## config.mk

```make
export PLATFORM = sky130hd
export DESIGN_NAME = pe_mem_req_arbiter
export DESIGN_NICKNAME = d
export VERILOG_FILES = /design/src/rtl/pe_mem_arb_pkg.sv /design/src/rtl/pe_rr_pick.sv /design/src/rtl/pe_mem_req_arbiter.sv
export SDC_FILE = /design/constraint.sdc
export NUM_CORES = 1
export LEC_CHECK = 0
export CORE_AREA = 2 2 230 232
export DETAILED_ROUTE_END_ITERATION = 12
export DIE_AREA = 0 0 232 234
export MAX_ROUTING_LAYER = met4
export PLACE_DENSITY = 0.33
export SETUP_SLACK_MARGIN = 0.3
export SLEW_MARGIN = 20
export SYNTH_ARGS = -nofsm -noshare
export SYNTH_HDL_FRONTEND = slang
export SYNTH_SLANG_ARGS = --single-unit
```

## constraint.sdc

```tcl
create_clock -name clk -period 1.9 [get_ports clk]
set_input_delay 0.19 -clock clk [delete_from_list [all_inputs] [get_ports clk]]
set_output_delay 0.19 -clock clk [all_outputs]
set_load 0.05 [all_outputs]
```

## src/rtl/pe_mem_arb_pkg.sv

```systemverilog
// rtl/pe_mem_arb_pkg.sv - shared types for the PE local-memory request arbiter
package pe_mem_arb_pkg;

    localparam int LS_RD_ID  = 0;
    localparam int LS_WR_ID  = 1;
    localparam int DMA_RD_ID = 2;
    localparam int DMA_WR_ID = 3;

    localparam int PE_NUM_REQ = DMA_WR_ID + 1;
    localparam int REQ_ID_W   = $clog2(PE_NUM_REQ);

    typedef logic [REQ_ID_W-1:0] req_id_t;

    typedef struct packed {
        logic    valid;
        req_id_t id;
    } rd_trk_t;

    typedef enum logic {
        ST_IDLE = 1'b0,
        ST_BUSY = 1'b1
    } arb_state_e;

endpackage

```

## src/rtl/pe_rr_pick.sv

```systemverilog
// rtl/pe_rr_pick.sv - round-robin picker: first valid index at or above ptr, wrapping
module pe_rr_pick #(
    parameter int N    = 4,
    parameter int ID_W = 2
) (
    input  logic [N-1:0]    valid_i,
    input  logic [ID_W-1:0] ptr_i,
    output logic [N-1:0]    gnt_oh_o,
    output logic [ID_W-1:0] gnt_id_o
);

    logic [ID_W-1:0] idx;
    logic            found;

    always_comb begin
        gnt_oh_o = '0;
        gnt_id_o = '0;
        found    = 1'b0;
        idx      = '0;
        for (int i = 0; i < N; i++) begin
            idx = ID_W'((int'(ptr_i) + i) % N);
            if (!found && valid_i[idx]) begin
                found         = 1'b1;
                gnt_id_o      = idx;
                gnt_oh_o[idx] = 1'b1;
            end
        end
    end

endmodule

```

## src/rtl/pe_mem_req_arbiter.sv

```systemverilog
// rtl/pe_mem_req_arbiter.sv - burst-locking round-robin arbiter for one PE memory bank
module pe_mem_req_arbiter
    import pe_mem_arb_pkg::*;
#(
    parameter int NUM_REQ   = PE_NUM_REQ,
    parameter int ADDR_W    = 24,
    parameter int DATA_W    = 64,
    parameter int RD_LAT    = 2,
    parameter int MAX_BURST = 8
) (
    input  logic                       clk,
    input  logic                       reset_n,
    input  logic [NUM_REQ-1:0]         req_valid,
    output logic [NUM_REQ-1:0]         req_ready,
    input  logic [NUM_REQ-1:0]         req_wr,
    input  logic [NUM_REQ-1:0]         req_last,
    input  logic [NUM_REQ*ADDR_W-1:0]  req_addr,
    input  logic [NUM_REQ*DATA_W-1:0]  req_wdata,
    input  logic                       mem_ready,
    output logic                       mem_en,
    output logic                       mem_wr,
    output logic [ADDR_W-1:0]          mem_addr,
    output logic [DATA_W-1:0]          mem_wdata,
    input  logic [DATA_W-1:0]          mem_rdata,
    output logic [NUM_REQ-1:0]         rsp_valid,
    output logic [DATA_W-1:0]          rsp_data,
    output logic [$clog2(NUM_REQ)-1:0] grant_id,
    output logic                       busy
);

    localparam int CNT_W = (MAX_BURST > 1) ? $clog2(MAX_BURST) : 1;

    arb_state_e         state_q, state_d;
    req_id_t            rr_ptr_q, rr_ptr_d;
    req_id_t            grant_q, grant_d;
    logic [CNT_W-1:0]   beat_cnt_q, beat_cnt_d;
    rd_trk_t            rd_pipe_q [RD_LAT];
    rd_trk_t            rd_push, rd_tail;
    logic [NUM_REQ-1:0] pick_oh;
    req_id_t            pick_id;
    logic               own_valid, own_wr, own_last, accept, burst_end;

    pe_rr_pick #(
        .N    (NUM_REQ),
        .ID_W (REQ_ID_W)
    ) u_pick (
        .valid_i  (req_valid),
        .ptr_i    (rr_ptr_q),
        .gnt_oh_o (pick_oh),
        .gnt_id_o (pick_id)
    );

    assign own_valid = req_valid[grant_q];
    assign own_wr    = req_wr[grant_q];
    assign own_last  = req_last[grant_q];
    assign accept    = (state_q == ST_BUSY) && own_valid && mem_ready;
    // Forced release on the MAX_BURST-th beat keeps one owner from starving the rest.
    assign burst_end = own_last || (beat_cnt_q == CNT_W'(MAX_BURST - 1));

    always_comb begin
        state_d    = state_q;
        rr_ptr_d   = rr_ptr_q;
        grant_d    = grant_q;
        beat_cnt_d = beat_cnt_q;
        case (state_q)
            ST_IDLE: begin
                if (|pick_oh) begin
                    state_d    = ST_BUSY;
                    grant_d    = pick_id;
                    beat_cnt_d = '0;
                end
            end
            ST_BUSY: begin
                if (accept) begin
                    beat_cnt_d = beat_cnt_q + CNT_W'(1);
                    if (burst_end) begin
                        state_d  = ST_IDLE;
                        rr_ptr_d = req_id_t'((int'(grant_q) + 1) % NUM_REQ);
                    end
                end
            end
            default: state_d = ST_IDLE;
        endcase
    end

    always_ff @(posedge clk or negedge reset_n) begin
        if (!reset_n) begin
            state_q    <= ST_IDLE;
            rr_ptr_q   <= '0;
            grant_q    <= '0;
            beat_cnt_q <= '0;
        end else begin
            state_q    <= state_d;
            rr_ptr_q   <= rr_ptr_d;
            grant_q    <= grant_d;
            beat_cnt_q <= beat_cnt_d;
        end
    end

    always_comb begin
        req_ready = '0;
        mem_wr    = 1'b0;
        mem_addr  = '0;
        mem_wdata = '0;
        if (state_q == ST_BUSY) begin
            req_ready[grant_q] = mem_ready;
            mem_wr             = own_wr;
            mem_addr           = req_addr[int'(grant_q)*ADDR_W +: ADDR_W];
            mem_wdata          = req_wdata[int'(grant_q)*DATA_W +: DATA_W];
        end
    end

    assign mem_en = accept;

    // Read ids ride alongside the memory latency so the tail lines up with mem_rdata.
    assign rd_push = '{valid: accept & ~own_wr, id: grant_q};

    always_ff @(posedge clk or negedge reset_n) begin
        if (!reset_n) begin
            for (int i = 0; i < RD_LAT; i++) begin
                rd_pipe_q[i] <= '0;
            end
        end else begin
            rd_pipe_q[0] <= rd_push;
            for (int i = 1; i < RD_LAT; i++) begin
                rd_pipe_q[i] <= rd_pipe_q[i-1];
            end
        end
    end

    assign rd_tail   = rd_pipe_q[RD_LAT-1];
    assign rsp_valid = rd_tail.valid ? (NUM_REQ'(1) << rd_tail.id) : '0;
    assign rsp_data  = rd_tail.valid ? mem_rdata : '0;
    assign grant_id  = grant_q;
    assign busy      = (state_q == ST_BUSY);

endmodule
```

=== Word level (Yosys, flattened, before mapping) ===
Index checks and enable logic that the tools add are counted.

* Flip-flop bits (word level): 14
* Logic and storage cells: 103
* Output and inout bits: 165

* Reduce and logical (&&, ||, !) cells: 18
* Bitwise logic cells: 7
* Add/sub/neg operators: 5
* Shift operators: 3
* Mux-type cells: 48
* Magnitude comparators: 10
* Eq/ne operators: 3
* Multipliers: 1

{| class="wikitable"
|+ Operators with widths
! kind !! count
|-
| $shiftx 256x9->64 || 1
|-
| $mux 64 || 2
|-
| $shiftx 96x8->24 || 1
|-
| $mux 24 || 1
|-
| $mux 4 || 6
|-
| $mux 1 || 19
|-
| $lt 2x3->1 const B || 5
|-
| $bmux 1 s2 || 7
|-
| $or 4x4->4 || 3
|-
| $demux 1 s2 || 5
|-
| $ge 2x1->1 const B || 5
|-
| $logic_and 1x1->1 || 10
|-
| $mux 2 || 4
|-
| $mux 3 || 2
|-
| $pmux 3 s2 || 1
|-
| $add 2x1->2 const B || 2
|-
| $add 2x2->2 const B || 2
|-
| $and 4x4->4 || 1
|-
| $mul 2x2->4 const B || 1
|-
| $reduce_and 2->1 || 2
|-
| $reduce_or 4->1 || 1
|-
| $shl 1x2->4 const A || 1
|-
| $add 3x1->3 const B || 1
|-
| $eq 3x3->1 const B || 1
|-
| 8 further kinds || 11
|}

=== Logic depth before layout (Yosys ltp) ===
* Depth after elaboration: 15
* Gate-level depth with buffers: 8
* Depth with buffers taken out: 7

=== By module ===
A second synthesis with hierarchy kept.

* Cell total of the unflattened synthesis: 386
* Area total of the unflattened synthesis: 4312.9 µm²

{| class="wikitable"
|+ Modules (own cells, without submodules)
! module !! seq. area each (µm²) !! area each (µm²) !! instances !! cells each
|-
| pe_mem_req_arbiter || 350.3 || 3893.7 || 1 || 340
|-
| pe_rr_pick || 0.0 || 419.2 || 1 || 46
|}

=== Least setup slack after synthesis ===
Ideal clock, no wire load.

* Kind: reg2reg
* Start: reg state_q (netlist: busy)
* End: reg rr_ptr_q[1]
* Buffers on the path: 0
* Stages on the path, launching flop included: 5
* Slack: -0.311 ns
* Data required time: 1.775 ns
* Arrival time: 2.087 ns
* Path through: dfrtp_1 > o2111ai_1 > inv_1 > o21ai_0 > mux2_2

* Longest elaborated chain between the ends: 3

{| class="wikitable"
|+ Ends and longest elaborated chain
! what !! line !! text
|-
| start: declaration || pe_mem_req_arbiter.sv:33 || <nowiki>arb_state_e state_q, state_d;</nowiki>
|-
| start signal: assignment || pe_mem_req_arbiter.sv:93 || <nowiki>state_q <= state_d;</nowiki>
|-
| $logic_and 1x1->1 (2 in a row) || pe_mem_req_arbiter.sv:56 || <nowiki>assign accept = (state_q == ST_BUSY) && own_valid && mem_ready;</nowiki>
|-
| via mem_en || pe_mem_req_arbiter.sv:20 || <nowiki>output logic mem_en,</nowiki>
|-
| $reduce_and 3->1 (no line) || -- ||
|-
| end signal: assignment || pe_mem_req_arbiter.sv:94 || <nowiki>rr_ptr_q <= rr_ptr_d;</nowiki>
|-
| end: declaration || pe_mem_req_arbiter.sv:34 || <nowiki>req_id_t rr_ptr_q, rr_ptr_d;</nowiki>
|}

The timed path passes the listed nets, and every way through them passes these cells.
A chain may end at the register's enable or synchronous reset.

=== Worst setup path after layout ===
* Start: reg grant_q[0] (netlist: grant_id[0])
* End: out mem_wdata[39]

* Longest elaborated chain between the ends: 2

{| class="wikitable"
|+ Ends and longest elaborated chain
! what !! line !! text
|-
| start: declaration || pe_mem_req_arbiter.sv:35 || <nowiki>req_id_t grant_q, grant_d;</nowiki>
|-
| start signal: assignment || pe_mem_req_arbiter.sv:95 || <nowiki>grant_q <= grant_d;</nowiki>
|-
| $shiftx 256x9->64 || pe_mem_req_arbiter.sv:109 || <nowiki>mem_wdata = req_wdata[int'(grant_q)*DATA_W +: DATA_W];</nowiki>
|-
| $mux 64 || pe_mem_req_arbiter.sv:105 || <nowiki>if (state_q == ST_BUSY) begin</nowiki>
|-
| end: declaration || pe_mem_req_arbiter.sv:23 || <nowiki>output logic [DATA_W-1:0] mem_wdata,</nowiki>
|}

Every way passes these cells.

==> impl_metrics.yaml <==
die:
  die_h_um: 234
  ios: 596
  chipWidth_um: 232
  start_util_pct: 7.94
  core_area_um2: 52000
  die-area_um2: 54300
  fp-row-count: 84
grt:
  grt_use_total_pct: 10.8
  grt_pass1_wl_um: 42000
  grt.busiest_layer: "met2"
  met1_usage_pct: 11.6
  grt_start_max_net_pins: 53
  met3_usage_pct: 2.55
  grt_antenna_before_repair: 1
  first_global_vias: 6352
  grtUsageMet2_pct: 20.4
  gr-total-overflow: 0
placed_design:
  dp_cells: 1656
  dpl_cell_area_um2: 12100
  routabilityCongestion: 0.775
  hpwl_um: 26900
  portBuffers: 595
timing:
  skew_ns: 0.00425
  holdWs_ns: 0.345
  rsz0062_at_grt: "true"
  setup_viol: 91
  tightest_slew_ns: 0.734
  min_period_over_period_pct: 111
  period_minus_slack_ns: 2.11
  drv_slew: 0
  relSlewSlack_pct: 50.9
  hold_violations: 0
  layout_setup_ws_ns: -0.215
  fmax_ghz: 0.473
route:
  drt-vias-per-instance: 3.44
  wl_um: 30800
  drc: 0
  vias: 5769
  drtIter0Drc: 80
  dr.pass1.iters: 4
  wire_per_inst_um: 18.4
  antenna_left: 0
clock_network:
  numCtsBuffers: 3
  htree_num_levels: 1
  clk_pin_slew_ns: 0.05
  ctsLongestPathBuffers: 2
  cts-root-buf: "clkbuf_16"
  clock_latency_ns: 0.24
  cts_tree: "built"
  cts_sinks: 14
power_and_ir_drop:
  power_density_nw_per_um2: 1530
  vdd_drop_max_mv: 0.611
  leakage_nw: 4.96
  design_power_total_w: 0.0197
synthesis:
  synthesis.area_um2: 4130
  ys_types: 31
  avgSynthCellArea_um2: 11.2
  syn_inst: 368
  ys_warn_count: 0
  syn-num-nets: 811
  synth_seq_cells: 14
  synth-seq-area-share_pct: 8.48
critical_path:
  required_ns: 1.71
  cp-start-kind: "register"
  worstPathMaxFanout: 8
  arrival_ns: 1.92
  end_kind: "output port"
  crit_type: "reg -> out"
run_status:
  violations: "setup timing"
  status: "finished with violations"
final_layout:
  final_layout_size_suffix_gt1_share_pct: 45.1
  final_cells: 1675
  final_nets: 1430
  fin_util_pct: 24.7
  area_delta_synth_final_pct: 211
  finish.instance_area_um2: 12900
job:
  cap_violations: 0
worst_hold_path:
  worstHoldPathType: "reg -> reg"
[placed cells by master (no fill, tap or decap), types with 7 or more instances in the layout]
| master | n |
|---|---|
| and2_1 | 63 |
| dfrtp_1 | 8 |
| buf_6 | 78 |
| buf_8 | 13 |
| mux4_2 | 93 |
| ha_1 | 10 |
| clkdlybuf4s50_1 | 430 |
| nand2_1 | 7 |
| and2_4 | 90 |
| buf_12 | 88 |
| buf_4 | 38 |
[area by class of cell]
class	instances	area (um^2)
diodes	1	2.50
clock buffers	4	88.8
fillers	5568	39200
inverters	6	35.0
multi-input cells	308	3900
flip-flops and latches	14	365
well taps	688	861
repair buffers	654	7610
[metrics by stage]
stage | TNS (ns) | setup slack [ns]
after floorplan | 0 | 0.00347
after global placement | -0.899 | -0.157
after detailed placement | -1.14 | -0.192
after CTS | -16.49 | -0.240
after global routing | -20.28 | -0.272
final | -13.93 | -0.215
[cells in the mapped netlist, drive strengths merged]
library cell	number	area, um^2
and3b	1	8.76
and2	153	957
a221oi	2	17.5
ha	12	150
nor2	5	18.8
a21oi	3	15.0
dfrtp	14	350
or2	2	12.5
nor4	2	12.5
nor3b	1	7.51
o31a	1	8.76
mux4	94	2120
and3	5	31.3
o21ai	4	20.0
nand2	8	30.0
mux2	4	45.0
a22oi	1	7.51
buf	12	71.3
nand2b	2	20.0
o32ai	1	27.5
clkbuf	28	105
o32a	1	11.3
o2111ai	1	8.76
mux2i	4	40.0
a21o	1	7.51
inv	6	22.5
[flip-flops by register name (all words and copies together) (netlist names)]
register    flops
busy            1
rr_ptr_q        2
grant_id        2
beat_cnt_q      3
rd_pipe_q       6
[critical path: stages (launching register included)]
cell     delay [ns]
dfrtp_4        0.46
buf_12         0.17
buf_12         0.15
mux4_2         0.55
and2_4         0.19
buf_8          0.14
[cells by family (layout without fill, tap and decap cells)]
kind of cell	Yosys count	count (layout)	synth area share, %
fa+ha+maj	12	12	3.63
compound gates	15	15	3.00
flops	14	14	8.48
buf+inv	46	664	4.82
other cells	0	1	0
mux	102	102	53.5
simple gates	179	179	26.6
[where the power goes]
group	internal (W)	leakage, nW	total, W	switching (W)
clock	0.000319	0.0442	0.000444	0.000125
combinational	0.00912	4.75	0.0186	0.00943
sequential	0.000458	0.165	0.000666	0.000208
[worst paths after layout]
| check | slack, ns | startpoint | to | depth (start not counted) |
|---|---|---|---|---|
| max | -0.21 | grant_id[0]$_DFFE_PN0P_ | mem_wdata[39] | 5 |
| min | 0.34 | rd_pipe_q[4]$_DFF_PN0_ | rd_pipe_q[1]$_DFF_PN0_ | 0 |
| max reg2reg | -0.04 | rr_ptr_q[0]$_DFFE_PN0P_ | grant_id[0]$_DFFE_PN0P_ | 6 |
| min reg2reg | 0.34 | rd_pipe_q[4]$_DFF_PN0_ | rd_pipe_q[1]$_DFF_PN0_ | 0 |
| max in group asynchronous | 0.98 | reset_n | busy$_DFF_PN0_ | 1 |
| min in group asynchronous | 0.38 | reset_n | grant_id[1]$_DFFE_PN0P_ | 1 |
[what timing repair did]
action | CTS | global route
gates resized for setup | 118 | 20
buffers inserted | 7 | 3
pin swaps | 8 | 3
gates cloned | 2 | 2
endpoints found under the setup margin | 104 | 105
hold buffers | 0 | 0
[per-layer routing]
metal / share of wire [%] / up-vias / routed length (um)
li1: - / 2639 / -
met3: 8.1 / 16 / 2490
met2: 55 / 331 / 17000
met5: 0 / - / 0
met1: 36 / 2783 / 11100
met4: 1.0 / 0 / 320
(Power assumes the default switching activity.)
